==> config.mk <==
export PLATFORM = sky130hd
export DESIGN_NAME = noc_vc_output_port
export DESIGN_NICKNAME = d
export VERILOG_FILES = /design/src/rtl/noc_pkg.sv /design/src/rtl/noc_rr_arbiter.sv /design/src/rtl/noc_vc_output_port.sv
export SDC_FILE = /design/constraint.sdc
export NUM_CORES = 1
export LEC_CHECK = 0
export ABC_AREA = 1
export BUFFER_PORTS_ARGS = -buffer_cell sky130_fd_sc_hd__buf_4
export CELL_PAD_IN_SITES_DETAIL_PLACEMENT = 1
export CELL_PAD_IN_SITES_GLOBAL_PLACEMENT = 1
export CORE_UTILIZATION = 34
export CTS_CLUSTER_SIZE = 25
export DETAILED_ROUTE_END_ITERATION = 6
export GPL_ROUTABILITY_DRIVEN = 0
export PLACE_DENSITY_LB_ADDON = 0.1
export SETUP_SLACK_MARGIN = 0.05
export SYNTH_ARGS = -nofsm -noshare
export SYNTH_HDL_FRONTEND = slang
export SYNTH_SLANG_ARGS = --single-unit
==> constraint.sdc <==
create_clock -name clk -period 4.45 [get_ports clk]
set_input_delay 0.89 -clock clk [delete_from_list [all_inputs] [get_ports clk]]
set_output_delay 0.89 -clock clk [all_outputs]
set_load 0.1 [all_outputs]
==> src/rtl/noc_pkg.sv <==
// ---------------------------------------------------------------------------
// noc_pkg
//   Shared NoC definitions: default packet layout, VC type and the saturating
//   hop-count decrement applied to every forwarded packet.
//   Layout defaults: DATA_W=64, VC bit 63, hop field [55:48].
// ---------------------------------------------------------------------------
package noc_pkg;

  localparam int unsigned NOC_DATA_W  = 64;
  localparam int unsigned NOC_VC_BIT  = 63;
  localparam int unsigned NOC_HOP_LSB = 48;
  localparam int unsigned NOC_HOP_W   = 8;

  typedef logic                  vc_t;
  typedef logic [NOC_DATA_W-1:0] packet_t;

  // Decrement the hop field only; 0 stays 0 and nothing borrows from
  // neighbouring bits.
  function automatic packet_t hop_dec(input packet_t pkt);
    packet_t              res;
    logic [NOC_HOP_W-1:0] hop;
    res = pkt;
    hop = pkt[NOC_HOP_LSB +: NOC_HOP_W];
    if (hop != '0) begin
      res[NOC_HOP_LSB +: NOC_HOP_W] = hop - NOC_HOP_W'(1);
    end
    return res;
  endfunction

endpackage

==> src/rtl/noc_rr_arbiter.sv <==
// ---------------------------------------------------------------------------
// noc_rr_arbiter
//   Purely combinational round-robin pick. The pointer register lives in the
//   parent; this block only searches upward from it (wrapping mod NUM_IN).
//   Ports:
//     req      in  NUM_IN   eligible requesters
//     ptr      in  PTR_W    highest-priority requester index
//     grant    out NUM_IN   one-hot grant (all zero when nothing eligible)
//     next_ptr out PTR_W    (granted+1) mod NUM_IN, or ptr when no grant
// ---------------------------------------------------------------------------
module noc_rr_arbiter #(
  parameter int unsigned NUM_IN = 4
) (
  input  logic [NUM_IN-1:0]         req,
  input  logic [$clog2(NUM_IN)-1:0] ptr,
  output logic [NUM_IN-1:0]         grant,
  output logic [$clog2(NUM_IN)-1:0] next_ptr
);

  localparam int unsigned PTR_W = $clog2(NUM_IN);

  logic             found;
  logic [PTR_W-1:0] idx;

  always_comb begin
    grant    = '0;
    next_ptr = ptr;
    found    = 1'b0;
    idx      = '0;
    for (int unsigned off = 0; off < NUM_IN; off++) begin
      idx = PTR_W'((32'(ptr) + off) % NUM_IN);
      if (!found && req[idx]) begin
        found      = 1'b1;
        grant[idx] = 1'b1;
        next_ptr   = PTR_W'((32'(idx) + 32'd1) % NUM_IN);
      end
    end
  end

endmodule

==> src/rtl/noc_vc_output_port.sv <==
// ---------------------------------------------------------------------------
// noc_vc_output_port
//   Router output stage: NUM_IN crossbar requesters are arbitrated round-robin
//   into two single-entry VC buffers. A polarity bit p toggles every cycle;
//   VC ~p accepts a grant while VC p drains downstream over so/ro.
//   Forwarded packets have their hop field decremented (saturating at 0).
//   Ports:
//     clk          in   clock, rising edge
//     reset        in   synchronous, active-low
//     req_valid    in   NUM_IN          requester i holds a packet
//     req_data     in   NUM_IN*DATA_W   packet i at [i*DATA_W +: DATA_W]
//     req_grant    out  NUM_IN          one-hot, combinational; taken at edge
//     so           out  send-out, registered
//     data_out     out  DATA_W          data-out, registered ("do" is a
//                                       reserved word, hence the rename)
//     ro           in   downstream ready, sampled at the edge
//     polarity_out out  current polarity p
//     vc_full      out  2               VC0/VC1 buffer occupancy
// ---------------------------------------------------------------------------
module noc_vc_output_port
  import noc_pkg::*;
#(
  parameter int unsigned NUM_IN  = 4,
  parameter int unsigned DATA_W  = NOC_DATA_W,
  parameter int unsigned VC_BIT  = NOC_VC_BIT,
  parameter int unsigned HOP_LSB = NOC_HOP_LSB,
  parameter int unsigned HOP_W   = NOC_HOP_W
) (
  input  logic                     clk,
  input  logic                     reset,
  input  logic [NUM_IN-1:0]        req_valid,
  input  logic [NUM_IN*DATA_W-1:0] req_data,
  output logic [NUM_IN-1:0]        req_grant,
  output logic                     so,
  output logic [DATA_W-1:0]        data_out,
  input  logic                     ro,
  output logic                     polarity_out,
  output logic [1:0]               vc_full
);

  localparam int unsigned PTR_W = $clog2(NUM_IN);

  vc_t               polarity;
  vc_t               fill_vc;
  logic [1:0]        vc_full_q;
  logic [DATA_W-1:0] vc_buf [2];
  logic [PTR_W-1:0]  rr_ptr [2];

  logic [NUM_IN-1:0] req_vc_bit;
  logic [NUM_IN-1:0] vc_req      [2];
  logic [NUM_IN-1:0] grant_vc    [2];
  logic [PTR_W-1:0]  next_ptr_vc [2];
  logic [PTR_W-1:0]  fill_next_ptr;
  logic [DATA_W-1:0] fill_pkt;
  logic [DATA_W-1:0] fill_pkt_dec;

  assign fill_vc      = ~polarity;
  assign polarity_out = polarity;
  assign vc_full      = vc_full_q;

  for (genvar i = 0; i < NUM_IN; i++) begin : g_vc_bit
    assign req_vc_bit[i] = req_data[i*DATA_W + VC_BIT];
  end

  // A full buffer blocks further grants on its VC (back-pressure).
  assign vc_req[0] = req_valid & ~req_vc_bit & {NUM_IN{~vc_full_q[0]}};
  assign vc_req[1] = req_valid &  req_vc_bit & {NUM_IN{~vc_full_q[1]}};

  for (genvar v = 0; v < 2; v++) begin : g_arb
    noc_rr_arbiter #(
      .NUM_IN(NUM_IN)
    ) u_arb (
      .req      (vc_req[v]),
      .ptr      (rr_ptr[v]),
      .grant    (grant_vc[v]),
      .next_ptr (next_ptr_vc[v])
    );
  end

  // Only the fill VC's arbiter may grant; the drain VC's result is ignored.
  assign req_grant     = !reset ? '0 : (polarity ? grant_vc[0] : grant_vc[1]);
  assign fill_next_ptr = polarity ? next_ptr_vc[0] : next_ptr_vc[1];

  always_comb begin
    fill_pkt = '0;
    for (int unsigned i = 0; i < NUM_IN; i++) begin
      if (req_grant[i]) begin
        fill_pkt = req_data[i*DATA_W +: DATA_W];
      end
    end
  end

  if (DATA_W == NOC_DATA_W && HOP_LSB == NOC_HOP_LSB && HOP_W == NOC_HOP_W) begin : g_pkg_dec
    assign fill_pkt_dec = hop_dec(fill_pkt);
  end else begin : g_local_dec
    logic [HOP_W-1:0] hop;
    assign hop = fill_pkt[HOP_LSB +: HOP_W];
    always_comb begin
      fill_pkt_dec = fill_pkt;
      if (hop != '0) begin
        fill_pkt_dec[HOP_LSB +: HOP_W] = hop - HOP_W'(1);
      end
    end
  end

  // Fill and drain always address different VCs, so their updates never
  // collide on the same buffer or occupancy bit.
  always_ff @(posedge clk) begin
    if (!reset) begin
      polarity  <= 1'b0;
      vc_full_q <= '0;
      so        <= 1'b0;
      data_out  <= '0;
      rr_ptr[0] <= '0;
      rr_ptr[1] <= '0;
      vc_buf[0] <= '0;
      vc_buf[1] <= '0;
    end else begin
      polarity <= ~polarity;

      if (|req_grant) begin
        vc_buf[fill_vc]    <= fill_pkt_dec;
        vc_full_q[fill_vc] <= 1'b1;
        rr_ptr[fill_vc]    <= fill_next_ptr;
      end

      if (vc_full_q[polarity] && ro) begin
        so                  <= 1'b1;
        data_out            <= vc_buf[polarity];
        vc_full_q[polarity] <= 1'b0;
      end else begin
        so <= 1'b0;
      end
    end
  end

endmodule

==> flow_summary_export.csv, run 1 <==
group,metric,value,unit
run_status,status,"finished clean",
grt,grt_pass1_vias,11100,
clocking,insertion_delay,450,ps
clocking,cts.sinks,200,
worst_setup_path,path_max_fanout,22,
floorplanning,rows,65,
sta,post-route-period-util,93.8,%
worst_setup_path,required,3560,ps
route,wl_per_cell,20.0,um
sta,clock_skew,27.1,ps
sta,setup_tns,0,ps
cells_and_area,area_growth,31.8,%
sta,relSlewSlack,48.5,%
yosys,yosys-top-cells-area,"edfxtp_1 36%, dfxtp_1 12%, nand2_1 12%",
yosys,syn-num-nets,1608,
clocking,cts_tree,"built",
floorplanning,floorplan.initialDensity,34.6,%
clocking,cts_buffer_depth,2,
grt,grt_overflow,0,
pwr,power_density,645,nW/um^2
placed_design,place_area,13800,sq um
job,maxCapViolations,0,
clocking,cts_resized,0,
worst_setup_path,slowest_stage,"edfxtp_1",
yosys,syn_area_per_cell,8.25,sq um
worst_setup_path,critical_path.top_delay_family,"buffers and inverters",
hold_path,whs_endpoint,"data_out[16]$_SDFFE_PN0P_",
yosys,yosys_warnings,0,
floorplanning,ios,335,
grt,grt_max_degree,130,
clocking,cts_root_buf,"clkbuf_16",
worst_setup_path,timing.rr.end,"vc_buf[1][49]$_SDFFCE_PN0P_",
worst_setup_path,path_cells,"inv_1, ha_1, inv_1, nand3_1, nand2_1, nand2_1, inv_2, nand3_1, nand3_2, nand3_2, inv_2, buf_4, buf_4",
route,antenna_left,0,
yosys,syn_area,11000,sq um
worst_setup_path,r2r_slack,700,ps
route,drt-vias-per-instance,5.26,
clocking,ctsHoldBuffers,0,
route,num_vias,10700,
worst_setup_path,worstPathArrival,3290,ps
floorplanning,coreArea,31600,sq um
floorplanning,die_h,181,um
route,drtIter0Drc,488,
sta,finalSetupViolCount,0,
sta,worst_pin_slew,772,ps
worst_setup_path,end_kind,"output pin",
floorplanning,die_x,181,um
placed_design,dp_hpwl,27.3,mm
worst_setup_path,reg2regPathDepth,21,
yosys,synth_cells,1327,
floorplanning,fp.dieArea,32900,sq um
pwr,p_leak,6.25,nW
pwr,ir_drop,410,uV
cells_and_area,num-nets-final,1896,
yosys,synth_top_area_share,36.2,%
cells_and_area,drive_gt1_share,28.3,%
sta,rsz0062_at_grt,"false",
route,dr.pass1.iters,4,
yosys,yosys.area.top_type,"edfxtp_1",
clocking,post_cts_buffers,0,
grt,grt_usage,24.7,%
clocking,htreeDepth,4,
cells_and_area,fin_area,14400,sq um
clocking,numCtsBuffers,17,
worst_setup_path,reg2reg_from,"rr_ptr[0][1]$_SDFFCE_PN0P_",
hold_path,holdPathStages,2,
hold_path,hp-start,"vc_buf[0][16]$_SDFFCE_PN0P_",
yosys,ys_seq_area_share,48.6,%
worst_setup_path,crit_path_max_incr_delay,410,ps
sta,period_needed,4180,ps
sta,slew_viol_final,0,
hold_path,hold_path.class,"reg2reg",
grt,grt_pass1_wl,62.4,mm
yosys,synth-seq-cells,200,
route,routed_wirelength,40.7,mm
worst_setup_path,path_class,"reg2out",
placed_design,numPortBuffers,334,
sta,max_freq,0.240,GHz
cells_and_area,filler_cell_count,3786,
worst_setup_path,critPathLaunchType,"flip-flop",
clocking,clk_pin_slew,90,ps
route,route.detailed.drc,0,
worst_setup_path,cp_num_buf_inv,6,
yosys,synth.distinct_cells,40,
sta,final_hold_viol_count,0,
grt,antenna_found_initial,1,
-- per-layer routing --
layer  vias to the layer above  GRT usage [%]  routed length [um]
met1                      5197           30.0               17700
li1                       5144              -                   -
met5                         -              0                   0
met4                         0           8.88                1090
met2                       283           42.9               19800
met3                        53           5.15                2120
-- worst max-delay path by stage --
stage                                     from                           to  slack (ps)  depth (start not counted)
floorplan                vc_full[1]$_SDFF_PN0_                 req_grant[3]         390                         13
global placement                 req_data[255]  vc_buf[1][48]$_SDFFCE_PN0P_         520                         22
detailed placement               req_data[255]  vc_buf[0][48]$_SDFFCE_PN0P_         500                         22
CTS                 rr_ptr[0][0]$_SDFFCE_PN0P_                 req_grant[1]         210                         13
global route        rr_ptr[1][1]$_SDFFCE_PN0P_                 req_grant[1]          70                         13
finish              rr_ptr[1][1]$_SDFFCE_PN0P_                 req_grant[1]         270                         13
-- through the flow --
stage               hold slack (ps)  setup WS [ps]  util, %  power, W  cells
finish                          539            275     45.6   0.00931   2031
global route                    557           67.1     45.6   0.00992   2031
CTS                             540            210     45.5   0.00937   2025
detailed placement              530            501     43.6   0.00777   1993
global placement                516            521     43.6   0.00768   1993
floorplan                       511            392        -   0.00631   1327
-- layout make-up --
type,count,area [sq um],share of cell area (%)
Sequential cell,200,5330,36.9
Multi-Input combinational cell,989,5040,34.9
Timing Repair Buffer,364,2800,19.4
Tap cell,402,503,3.48
Clock buffer,19,453,3.14
Inverter,43,171,1.19
Clock inverter,13,151,1.05
Antenna cell,1,2.50,0.0173
-- cells by family after synthesis --
logic type,after synthesis,synth area share [%]
and+or+nand+nor,645,25.0
AOI/OAI and AO/OA,325,18.5
DFF,200,48.6
buffers and inverters,138,5.75
adders and majority gates,18,2.06
xor gates and xnor gates,1,0.0800
-- flip-flops by register name (all words and copies together), names as in the netlist --
register	flops
vc_full	2
rr_ptr	4
vc_buf	128
polarity_out	1
data_out	64
so	1
-- report_power, final --
group / total [W] / internal (W) / switching (W)
Combinational: 0.00485 / 0.00146 / 0.00339
Clock: 0.00158 / 0.000786 / 0.000796
Sequential: 0.00288 / 0.00268 / 0.000197
Total: 0.00931 / 0.00493 / 0.00438
-- Yosys cell counts, drive strengths merged --
| library cell | instances |
|---|---|
| ha | 18 |
| buf | 37 |
| o211a | 55 |
| a22o | 1 |
| inv | 42 |
| dfxtp | 68 |
| a211oi | 1 |
| nand4 | 14 |
| o21ai | 131 |
| nand3 | 65 |
| a21oi | 69 |
| xor2 | 1 |
| a31oi | 64 |
| o31ai | 1 |
| nor4 | 1 |
| a2111o | 1 |
| nor3 | 2 |
| nor2 | 192 |
| clkinv | 1 |
| or2 | 2 |
| a221oi | 1 |
| clkbuf | 58 |
| nand2 | 369 |
| edfxtp | 132 |
| o211ai | 1 |
-- worst reg2reg max path: stages (launching register included) --
cell and delay (ps):
edfxtp_1 550, inv_1 190, ha_1 370, inv_1 150, nand2_1 80, nand2_2 100, nand2_1 90, nor2_1 180
nand2_1 90, nand3_2 170, nand3_2 170, inv_2 180, buf_4 430, nand2_1 100, nand2_1 90, a21oi_2 70
nand2_1 100, nor2_4 50, nand2_4 110, nand2_1 70, o21ai_1 110, nor2_1 50
-- cells in the final DEF (no fill, tap or decap), types with 25 or more instances in the layout --
cell type / n
a21oi_1: 66
a31oi_1: 64
buf_4: 359
dfxtp_1: 67
edfxtp_1: 132
inv_1: 30
nand2_1: 348
nand3_1: 56
nor2_1: 179
o211a_1: 55
o21ai_0: 104
o21ai_1: 25
Power figures use the tool's default switching activity.
==> run 2, diff against run 1 <==
- PLACE_DENSITY: not set -> 0.82
- PLACE_DENSITY_LB_ADDON: 0.1 -> not set
- clock period: 4.45 -> 3.8 ns (I/O delays scaled with it)
==> run 2 against run 1 <==
Compared with the run above: hold slack worse by 6.5 ps; count of clock-buffer cells in the layout down 1; clock skew down 13 ps; critical path type unchanged; critical endpoint is now req_grant[3]; total power up 17%.
==> flow_summary_export.csv, run 2 (same netlist as run 1, synthesis figures left out) <==
group,metric,value,unit
sta,finalSetupViolCount,0,
hold_path,hold_path.class,"reg2reg",
sta,final_hold_viol_count,0,
worst_setup_path,timing.rr.end,"vc_buf[0][49]$_SDFFCE_PN0P_",
route,wl_per_cell,19.4,um
sta,rsz0062_at_grt,"false",
hold_path,whs_endpoint,"data_out[39]$_SDFFE_PN0P_",
floorplanning,floorplan.initialDensity,34.6,%
placed_design,placed_cells,2004,
worst_setup_path,reg2regPathDepth,21,
hold_path,hp-start,"vc_buf[1][39]$_SDFFCE_PN0P_",
cells_and_area,layout_common_cells,"356 x buf_4, 348 x nand2_1, 178 x nor2_1",
route,routed_wirelength,39.6,mm
cells_and_area,reg_top3,"vc_buf x128, data_out x64, rr_ptr x4",
cells_and_area,top_register,"vc_buf",
floorplanning,die_x,181,um
route,antenna_left,0,
clocking,clk_pin_slew,80,ps
cells_and_area,antennaDiodeCount,0,
sta,post-route-period-util,93.2,%
clocking,cts.sinks,200,
cells_and_area,final_common_cell,"buf_4",
clocking,cts_buffer_depth,2,
cells_and_area,largest_register_ffs,128,
worst_setup_path,startpoint,"rr_ptr[1][0]$_SDFFCE_PN0P_",
worst_setup_path,required,3040,ps
worst_setup_path,r2r_slack,390,ps
floorplanning,coreArea,31600,sq um
run_status,status,"finished clean",
sta,setup_tns,0,ps
grt,grt_usage,24.0,%
grt,grt_pass1_wl,62.0,mm
clocking,htreeDepth,4,
placed_design,numPortBuffers,334,
hold_path,holdPathStages,2,
pwr,power_density,750,nW/um^2
floorplanning,rows,65,
pwr,ir_drop,377,uV
grt,grt_pass1_vias,11400,
cells_and_area,num-nets-final,1902,
floorplanning,die_h,181,um
grt,grt_max_degree,68,
floorplanning,fp.dieArea,32900,sq um
worst_setup_path,path_max_fanout,19,
grt,grt_overflow,0,
worst_setup_path,path_class,"reg2out",
route,drtIter0Drc,651,
worst_setup_path,end_kind,"output pin",
sta,period_needed,3540,ps
sta,clock_skew,13.9,ps
route,dr.pass1.iters,5,
grt,antenna_found_initial,0,
worst_setup_path,reg2reg_from,"rr_ptr[1][0]$_SDFFCE_PN0P_",
cells_and_area,drive_gt1_share,28.6,%
route,drt-vias-per-instance,5.34,
sta,worst_pin_slew,922,ps
route,route.detailed.drc,0,
worst_setup_path,critPathLaunchType,"flip-flop",
worst_setup_path,worstPathArrival,2780,ps
sta,max_freq,0.282,GHz
placed_design,dp_hpwl,28.4,mm
clocking,numCtsBuffers,17,
sta,relSlewSlack,38.2,%
cells_and_area,area_growth,33.1,%
cells_and_area,filler_cell_count,3783,
pwr,p_leak,6.30,nW
clocking,cts_tree,"built",
cells_and_area,final_cells,2036,
clocking,cts_root_buf,"clkbuf_16",
job,maxCapViolations,0,
clocking,insertion_delay,430,ps
route,num_vias,10900,
sta,slew_viol_final,0,
floorplanning,ios,335,
[run 2: changes by cell type in the layout (fill, tap and decap cells not counted), sizes merged]
cell / previous run / this run
buf: 364 / 370
clkbuf: 19 / 18
diode: 1 / 0
inv: 48 / 49
[run 2: worst max-delay path: stages (launching register included)]
cell and delay (ps):
edfxtp_1 430, clkinv_4 140, ha_4 280, inv_1 120, nand3_1 90, nand2_1 140, nand2_4 90, nor2_4 130
nand2_1 90, nand3_1 90, nand2_1 60, nand2_2 200, buf_8 230, buf_6 250
[run 2: cell type report]
| class | count | area (sq um) | area share (%) |
|---|---|---|---|
| multi-input cells | 989 | 5060 | 34.7 |
| flip-flops and latches | 200 | 5330 | 36.6 |
| clock inverters | 14 | 155 | 1.06 |
| repair buffers | 370 | 2920 | 20.1 |
| well taps | 402 | 503 | 3.45 |
| inverters | 43 | 174 | 1.19 |
| clock buffers | 18 | 429 | 2.94 |
[run 2: how the worst max path moves through the flow]
stage          depth (start not counted)  slack [ps]                     endpoint
5_1_grt                               13          70                 req_grant[1]
2_1_floorplan                         15         280   rr_ptr[0][0]$_SDFFCE_PN0P_
4_1_cts                               13          40                 req_grant[1]
3_5_place_dp                          22         130  vc_buf[0][52]$_SDFFCE_PN0P_
6_report                              13         260                 req_grant[3]
3_3_place_gp                          24         260  vc_buf[1][52]$_SDFFCE_PN0P_
[run 2: power by group]
group	switching (W)	internal, W
clock network	0.000922	0.000886
registers	0.000222	0.00314
logic	0.00397	0.00178
total	0.00512	0.00581
[run 2: what timing repair did]
item,CTS,global route
gates resized for setup,5,9
cloned,0,0
pin swaps,0,0
endpoints found under the setup margin,3,12
hold buffers,0,0
buffers inserted,0,0
[run 2: routing by layer]
| layer | GRT usage, % | vias to the layer above | wire length (um) | share of wire (%) |
|---|---|---|---|---|
| li1 | - | 5164 | - | - |
| met1 | 28.1 | 5384 | 16200 | 41 |
| met2 | 43.1 | 272 | 20300 | 51 |
| met3 | 5.01 | 56 | 1890 | 4.8 |
| met4 | 8.58 | 0 | 1160 | 2.9 |
| met5 | 0 | - | 0 | 0 |
[run 2: stage by stage]
stage / setup slack (ps) / power, W / hold WS, ps / utilization, % / area, sq um
global route: 68.3 / 0.0116 / 527 / 46.1 / 14600
global placement: 255 / 0.00891 / 515 / 44.1 / 13900
detailed placement: 127 / 0.00914 / 529 / 44.1 / 13900
finish: 259 / 0.0109 / 533 / 46.1 / 14600
floorplan: 277 / 0.00738 / 511 / - / 11000
CTS: 37.3 / 0.0110 / 521 / 46.0 / 14500
